**src/rtl/can_if_pkg.sv**
```systemverilog
// Shared constants for the quad CAN interface shim:
// channel codes, register word indices and bit positions.
package can_if_pkg;

   localparam int NCH = 4;

   localparam logic [3:0] CH_CODE [NCH] = '{
      4'b0001, 4'b0010, 4'b0100, 4'b1000
   };

   localparam logic [2:0] W_CTRL = 3'd0;
   localparam logic [2:0] W_STAT = 3'd1;

   localparam int B_SRST    = 0;
   localparam int B_TX_EN   = 1;
   localparam int B_TX_LVL  = 2;
   localparam int B_RX_LVL  = 0;
   localparam int B_RX_FALL = 1;

   localparam logic [31:0] RESET_DO = 32'h0;

endpackage

```
**src/rtl/can_if_quad_if.sv**
```systemverilog
// OPB slave-side bundle for the quad CAN shim:
// shared address/data plus per-channel strobes and read data.
interface can_if_quad_if;
   logic [31:0] OPB_DI;
   logic [15:0] OPB_ADDR;
   logic        CAN1_RE, CAN2_RE, CAN3_RE, CAN4_RE;
   logic        CAN1_WE, CAN2_WE, CAN3_WE, CAN4_WE;
   logic [31:0] CAN1_DO, CAN2_DO, CAN3_DO, CAN4_DO;

   modport slave (
      input  OPB_DI, OPB_ADDR,
      input  CAN1_RE, CAN2_RE, CAN3_RE, CAN4_RE,
      input  CAN1_WE, CAN2_WE, CAN3_WE, CAN4_WE,
      output CAN1_DO, CAN2_DO, CAN3_DO, CAN4_DO
   );

   modport master (
      output OPB_DI, OPB_ADDR,
      output CAN1_RE, CAN2_RE, CAN3_RE, CAN4_RE,
      output CAN1_WE, CAN2_WE, CAN3_WE, CAN4_WE,
      input  CAN1_DO, CAN2_DO, CAN3_DO, CAN4_DO
   );
endinterface

```
**src/rtl/can_if_chan.sv**
```systemverilog
// One CAN channel: address decode, mailbox, CTRL/STAT,
// RX synchroniser with sticky fall detect, registered TX drive.
module can_if_chan #(
   parameter logic [3:0] CH_CODE = 4'b0001,
   parameter int NREG    = 8,
   parameter int SYNC_FF = 2
) (
   input  logic        clk,
   input  logic        rst,
   input  logic [31:0] di,
   input  logic [15:0] addr,
   input  logic        re,
   input  logic        we,
   output logic [31:0] dout,
   output logic        can_tx,
   input  logic        can_rx
);
   import can_if_pkg::*;

   localparam int AW = $clog2(NREG);

   logic              sel;
   logic              ctl;
   logic [AW-1:0]     widx;
   logic [2:0]        cidx;
   logic              acc_re;
   logic              acc_we;
   logic              ctrl_wr;
   logic              stat_rd;
   logic              srst;
   logic [31:0]       mbx [NREG];
   logic              tx_en;
   logic              tx_lvl;
   logic              en_nx;
   logic              lvl_nx;
   logic [SYNC_FF-1:0] sync;
   logic              rx_s;
   logic              rx_d;
   logic              fall;
   logic              rx_fall;
   logic [31:0]       rdata;

   assign sel     = (addr[14:11] == CH_CODE);
   assign ctl     = addr[15];
   assign widx    = addr[AW+1:2];
   assign cidx    = addr[4:2];
   assign acc_re  = re & sel;
   assign acc_we  = we & sel;
   assign ctrl_wr = acc_we & ctl & (cidx == W_CTRL);
   assign stat_rd = acc_re & ctl & (cidx == W_STAT);
   assign srst    = ctrl_wr & di[B_SRST];

   assign en_nx  = ctrl_wr ? di[B_TX_EN]  : tx_en;
   assign lvl_nx = ctrl_wr ? di[B_TX_LVL] : tx_lvl;

   assign rx_s = sync[SYNC_FF-1];
   assign fall = rx_d & ~rx_s;

   always_comb begin
      rdata = '0;
      if (!ctl) begin
         rdata = mbx[widx];
      end else begin
         unique case (1'b1)
            (cidx == W_CTRL): begin
               rdata[B_TX_EN]  = tx_en;
               rdata[B_TX_LVL] = tx_lvl;
            end
            (cidx == W_STAT): begin
               rdata[B_RX_LVL]  = rx_s;
               rdata[B_RX_FALL] = rx_fall;
            end
            default: ;
         endcase
      end
   end

   // TX is driven from the next-state CTRL so the pin follows the write edge
   always_ff @(posedge clk or posedge rst) begin
      if (rst) begin
         tx_en   <= 1'b0;
         tx_lvl  <= 1'b0;
         can_tx  <= 1'b1;
         sync    <= '1;
         rx_d    <= 1'b1;
         rx_fall <= 1'b0;
         dout    <= RESET_DO;
      end else begin
         tx_en  <= en_nx;
         tx_lvl <= lvl_nx;
         can_tx <= en_nx ? lvl_nx : 1'b1;
         sync   <= {sync[SYNC_FF-2:0], can_rx};
         rx_d   <= rx_s;
         if (srst)
            rx_fall <= 1'b0;
         else if (fall)
            rx_fall <= 1'b1;
         else if (stat_rd)
            rx_fall <= 1'b0;
         if (re)
            dout <= sel ? rdata : RESET_DO;
      end
   end

   always_ff @(posedge clk or posedge rst) begin
      if (rst) begin
         for (int i = 0; i < NREG; i++)
            mbx[i] <= '0;
      end else if (srst) begin
         for (int i = 0; i < NREG; i++)
            mbx[i] <= '0;
      end else if (acc_we && !ctl) begin
         mbx[widx] <= di;
      end
   end

endmodule

```
**src/rtl/can_if_quad.sv**
```systemverilog
// Four independent CAN channels sharing one OPB slave bus;
// each channel owns its strobes, read data and TX/RX pins.
module can_if_quad #(
   parameter int NREG    = 8,
   parameter int SYNC_FF = 2
) (
   input  logic OPB_CLK,
   input  logic OPB_RST,
   can_if_quad_if.slave bus,
   output logic CAN_TX1,
   output logic CAN_TX2,
   output logic CAN_TX3,
   output logic CAN_TX4,
   input  logic CAN_RX1,
   input  logic CAN_RX2,
   input  logic CAN_RX3,
   input  logic CAN_RX4
);
   import can_if_pkg::*;

   logic [NCH-1:0] re;
   logic [NCH-1:0] we;
   logic [NCH-1:0] rx;
   logic [NCH-1:0] tx;
   logic [31:0]    dout [NCH];

   assign re = {bus.CAN4_RE, bus.CAN3_RE, bus.CAN2_RE, bus.CAN1_RE};
   assign we = {bus.CAN4_WE, bus.CAN3_WE, bus.CAN2_WE, bus.CAN1_WE};
   assign rx = {CAN_RX4, CAN_RX3, CAN_RX2, CAN_RX1};

   assign bus.CAN1_DO = dout[0];
   assign bus.CAN2_DO = dout[1];
   assign bus.CAN3_DO = dout[2];
   assign bus.CAN4_DO = dout[3];

   assign CAN_TX1 = tx[0];
   assign CAN_TX2 = tx[1];
   assign CAN_TX3 = tx[2];
   assign CAN_TX4 = tx[3];

   for (genvar g = 0; g < NCH; g++) begin : g_ch
      can_if_chan #(
         .CH_CODE (CH_CODE[g]),
         .NREG    (NREG),
         .SYNC_FF (SYNC_FF)
      ) u_chan (
         .clk    (OPB_CLK),
         .rst    (OPB_RST),
         .di     (bus.OPB_DI),
         .addr   (bus.OPB_ADDR),
         .re     (re[g]),
         .we     (we[g]),
         .dout   (dout[g]),
         .can_tx (tx[g]),
         .can_rx (rx[g])
      );
   end

endmodule

```
**src/flat_wrapper.sv**
```systemverilog
// flat-port wrapper written by rule: the top's interface ports become plain ports
module can_if_quad_flat import can_if_pkg::*;
#(
   parameter int NREG    = 8,
   parameter int SYNC_FF = 2
)
  (OPB_CLK, OPB_RST, CAN_TX1, CAN_TX2, CAN_TX3, CAN_TX4, CAN_RX1, CAN_RX2, CAN_RX3, CAN_RX4, bus_OPB_DI, bus_OPB_ADDR, bus_CAN1_RE, bus_CAN2_RE, bus_CAN3_RE, bus_CAN4_RE, bus_CAN1_WE, bus_CAN2_WE, bus_CAN3_WE, bus_CAN4_WE, bus_CAN1_DO, bus_CAN2_DO, bus_CAN3_DO, bus_CAN4_DO);
  can_if_quad_if bus_i ();
  input  logic OPB_CLK;
  input  logic OPB_RST;
  output logic CAN_TX1;
  output logic CAN_TX2;
  output logic CAN_TX3;
  output logic CAN_TX4;
  input  logic CAN_RX1;
  input  logic CAN_RX2;
  input  logic CAN_RX3;
  input  logic CAN_RX4;
  input wire logic [$bits(bus_i.OPB_DI)-1:0] bus_OPB_DI;
  input wire logic [$bits(bus_i.OPB_ADDR)-1:0] bus_OPB_ADDR;
  input wire logic [$bits(bus_i.CAN1_RE)-1:0] bus_CAN1_RE;
  input wire logic [$bits(bus_i.CAN2_RE)-1:0] bus_CAN2_RE;
  input wire logic [$bits(bus_i.CAN3_RE)-1:0] bus_CAN3_RE;
  input wire logic [$bits(bus_i.CAN4_RE)-1:0] bus_CAN4_RE;
  input wire logic [$bits(bus_i.CAN1_WE)-1:0] bus_CAN1_WE;
  input wire logic [$bits(bus_i.CAN2_WE)-1:0] bus_CAN2_WE;
  input wire logic [$bits(bus_i.CAN3_WE)-1:0] bus_CAN3_WE;
  input wire logic [$bits(bus_i.CAN4_WE)-1:0] bus_CAN4_WE;
  output wire logic [$bits(bus_i.CAN1_DO)-1:0] bus_CAN1_DO;
  output wire logic [$bits(bus_i.CAN2_DO)-1:0] bus_CAN2_DO;
  output wire logic [$bits(bus_i.CAN3_DO)-1:0] bus_CAN3_DO;
  output wire logic [$bits(bus_i.CAN4_DO)-1:0] bus_CAN4_DO;
  assign bus_i.OPB_DI = bus_OPB_DI;
  assign bus_i.OPB_ADDR = bus_OPB_ADDR;
  assign bus_i.CAN1_RE = bus_CAN1_RE;
  assign bus_i.CAN2_RE = bus_CAN2_RE;
  assign bus_i.CAN3_RE = bus_CAN3_RE;
  assign bus_i.CAN4_RE = bus_CAN4_RE;
  assign bus_i.CAN1_WE = bus_CAN1_WE;
  assign bus_i.CAN2_WE = bus_CAN2_WE;
  assign bus_i.CAN3_WE = bus_CAN3_WE;
  assign bus_i.CAN4_WE = bus_CAN4_WE;
  assign bus_CAN1_DO = bus_i.CAN1_DO;
  assign bus_CAN2_DO = bus_i.CAN2_DO;
  assign bus_CAN3_DO = bus_i.CAN3_DO;
  assign bus_CAN4_DO = bus_i.CAN4_DO;
  can_if_quad #(.NREG(NREG), .SYNC_FF(SYNC_FF)) u_core (.OPB_CLK(OPB_CLK), .OPB_RST(OPB_RST), .bus(bus_i), .CAN_TX1(CAN_TX1), .CAN_TX2(CAN_TX2), .CAN_TX3(CAN_TX3), .CAN_TX4(CAN_TX4), .CAN_RX1(CAN_RX1), .CAN_RX2(CAN_RX2), .CAN_RX3(CAN_RX3), .CAN_RX4(CAN_RX4));
endmodule
```
**config.mk**
```make
export PLATFORM = sky130hd
export DESIGN_NAME = can_if_quad_flat
export DESIGN_NICKNAME = d
export VERILOG_FILES = /design/src/rtl/can_if_pkg.sv /design/src/rtl/can_if_quad_if.sv /design/src/rtl/can_if_chan.sv /design/src/rtl/can_if_quad.sv /design/src/flat_wrapper.sv
export SDC_FILE = /design/constraint.sdc
export NUM_CORES = 2
export LEC_CHECK = 0
export BUFFER_PORTS_ARGS = -buffer_cell sky130_fd_sc_hd__buf_2
export CORE_ASPECT_RATIO = 1.2
export CORE_UTILIZATION = 60
export CTS_CLUSTER_SIZE = 14
export DETAILED_ROUTE_END_ITERATION = 6
export PLACE_DENSITY = 0.85
export SETUP_SLACK_MARGIN = 0.1
export SKIP_LAST_GASP = 1
export SYNTH_ARGS = -nofsm -noshare
export SYNTH_HDL_FRONTEND = slang
export SYNTH_SLANG_ARGS = --single-unit
```
**constraint.sdc**
```tcl
create_clock -name OPB_CLK -period 71.2 [get_ports OPB_CLK]
set_clock_uncertainty 0.05 [all_clocks]
set_input_delay 10.68 -clock OPB_CLK [delete_from_list [all_inputs] [get_ports OPB_CLK]]
set_output_delay 10.68 -clock OPB_CLK [all_outputs]
set_load 0.005 [all_outputs]
```
==> metrics.txt <==
Crit-path slowest cell buf_4; PwrDens 26.4 mW/mm2; ys async rst share 100%; Static Leak 22.8 nW; commonest cells in the synthesized netlist dfrtp_1 (1164), a32o_1 (1020), a22oi_1 (498), buf_2 (270), clkbuf_1 (262); Chip Height 316 um; Final min period 14.00 ns; mapped cell area 0.0494 mm2; root buffer cell clkbuf_16; vias 37600; NetSw 0.332 mW; Mapped Cells 3761; Max FO, Critical Path 116; Reg2Reg Depth 3; H-Tree Depth 3; RSZ-0062 raised after global routing false; clock transition at the registers of the reported paths 0.06 ns; Initial Util 61.0%; Max Freq 71.4 MHz; Net Sw Frac 23.5%; Worst EP arrival 14.57 ns; initial antenna violation count 4; Setup crit end kind flop; Final Instance Area 0.0536 mm2; Primary FF master, synth dfrtp_1; Clock Path Buffers 3; drt pass-1 iters 7; CTS Buf Count 110; slew margin rel. 10.6%; Hold Crit Class flop to flop; Worst path depth 7; setup_tns 0 ns; Final Hold Fails 0; DR vias/cell 8.00; Placed Area 0.0498 mm2; Synth Register Bits 1180; Slew @ Worst Pin 1.34 ns; largest cells by area after synthesis dfrtp_1 (59%), a32o_1 (21%), a22oi_1 (7.6%), buf_2 (2.7%), clkbuf_1 (2.0%); clock latency on the worst-skew pair 0.71 ns; Most Frequent Cell on Critical Path buf_4; top-count cell post-synth dfrtp_1; run status finished clean; WP data required 71.77 ns; Worst setup SP type input port; Post-CTS Setup Bufs 0; internal power 1.08 mW; sequential fraction of design power 50.6%; first-pass GRT wire length 218000 um; Worst path top cell family by delay buffers and inverters; DRT iter0 DRCs 6362; Ys Warns 0; Final HPWL DP 72900 um; Rows 114; Nets 3629; via count of the first global-routing pass 37200; register area share after synthesis 59.8%; post-cts resize count 0; num ports 194; post-route ant nets 0; core area 0.0810 mm2; Syn-to-layout area delta 8.55%; post-synth top area cell dfrtp_1; r2r startpoint u_core.g_ch[1].u_chan.mbx[179]; Mapped Nets 3823; Max IR drop VDD 0.0000215 V; RR Endpoint u_core.g_ch[1].u_chan.dout[19]; setup slack, reg-to-reg 69.76 ns; Max-cap violations 0; IO Port Bufs 185; Pins Over Slew Limit 0; TritonCTS clock tree done; part of the power in combinational logic 6.3%; Setup Crit Path Kind input port to flop; layout cell share with drive strength beyond 1 13.5%; gr usage total 33.2%; CP peak stage delay 1.04 ns; Die X-Extent 264 um; synth unique cells 52; Buf+Inv Stages, Crit Path 3; Hold Startpoint u_core.g_ch[3].u_chan.sync[0]; WHS Endpoint u_core.g_ch[3].u_chan.sync[1]; GR Overflow Total 0; hold_buf cts 0; Worst Hold Depth 0; share of the synthesized area in the top cell type 59.0%; final setup vio count 0; total power 1.41 mW; clock network power share 43.1%; final critical-path share of the clock period 19.7%; pin count of the biggest net entering global routing 256; clk sinks 1180; syn_area_per_cell 13.1 um2; Die ar. 0.0835 mm2; EDFF count, synth 0; drt total wl 140000 um; remaining routing DRC violations 0; worst-path cell chain buf_2 -> nor4b_4 -> nand2_1 -> nor2_4 -> buf_4 -> buf_4 -> a32o_1; routability cong. 0.830; routed len/inst 29.8 um
## metal layers
| metal | share of wire [%] | vias up | GRT usage, % | routed length [um] |
|---|---|---|---|---|
| li1 | - | 15200 | - | - |
| met1 | 37 | 19700 | 43.9 | 52300 |
| met2 | 48 | 2409 | 53.6 | 67500 |
| met3 | 9.9 | 386 | 5.18 | 13800 |
| met4 | 4.7 | 4 | 17.7 | 6520 |
| met5 | 0.016 | - | 0 | 23 |
## layout by cell type, fill, tap and decap left out, types with 60 or more instances in the layout
master	n
a22oi_1	498
a32o_1	1020
buf_2	185
buf_4	70
clkbuf_16	111
dfrtp_1	1164
inv_1	69
nand4_1	62
o21ai_0	60
## worst max path at each step
stage / endpoint / from
after floorplan: u_core.g_ch[0].u_chan.dout[0] / OPB_RST
after global placement: u_core.g_ch[3].u_chan.mbx[218] / bus_OPB_ADDR[11]
after detailed placement: u_core.g_ch[3].u_chan.mbx[173] / bus_OPB_ADDR[11]
after CTS: u_core.g_ch[3].u_chan.mbx[244] / bus_OPB_ADDR[11]
after global routing: u_core.g_ch[3].u_chan.mbx[117] / bus_OPB_ADDR[11]
final: u_core.g_ch[3].u_chan.mbx[149] / bus_OPB_ADDR[11]
## cell families (layout without fill, tap and decap cells)
group / Yosys count / in the layout / synth area share [%]
other: 0 / 4 / 0
multiplexers: 16 / 16 / 0.395
AND/OR/NAND/NOR: 181 / 181 / 2.17
AO/OA/AOI/OAI: 1746 / 1746 / 31.9
flip-flops: 1180 / 1180 / 59.8
buffers and inverters: 638 / 536 / 5.69
## layout make-up
class,count,area (um2)
Sequential cell,1180,29500
Fill cell,5786,27400
Multi-Input combinational cell,1943,17100
Clock buffer,169,3320
Timing Repair Buffer,262,1590
Tap cell,1044,1310
Clock inverter,35,465
Inverter,70,270
Antenna cell,4,10.0
## state kept, by name (all words and copies together), names as in the netlist
name / flops
u_core.g_ch.u_chan.can_tx: 4
u_core.g_ch.u_chan.dout: 128
u_core.g_ch.u_chan.mbx: 1024
u_core.g_ch.u_chan.rx_d: 4
u_core.g_ch.u_chan.rx_fall: 4
u_core.g_ch.u_chan.sync: 8
u_core.g_ch.u_chan.tx_en: 4
u_core.g_ch.u_chan.tx_lvl: 4
## power groups by stage
stage                     Combinational [mW]  Clock, mW  Sequential, mW
after floorplan                       0.0645          0           0.725
after global placement                0.0840          0           0.725
after detailed placement              0.0871          0           0.727
after CTS                             0.0877      0.614           0.715
after global routing                  0.0951      0.641           0.718
final                                 0.0884      0.609           0.716
## stage by stage
| stage | hold WS [ns] | util, % | setup slack [ns] | std cells |
|---|---|---|---|---|
| floorplan | 0.295 | - | 27.26 | 3761 |
| global placement | 0.296 | 61.5 | 56.73 | 4499 |
| detailed placement | 0.297 | 61.5 | 56.68 | 4499 |
| CTS | 0.304 | 66.2 | 57.38 | 4703 |
| global route | 0.307 | 66.2 | 57.08 | 4706 |
| finish | 0.305 | 66.2 | 57.20 | 4707 |
Power figures use the tool's default switching activity.
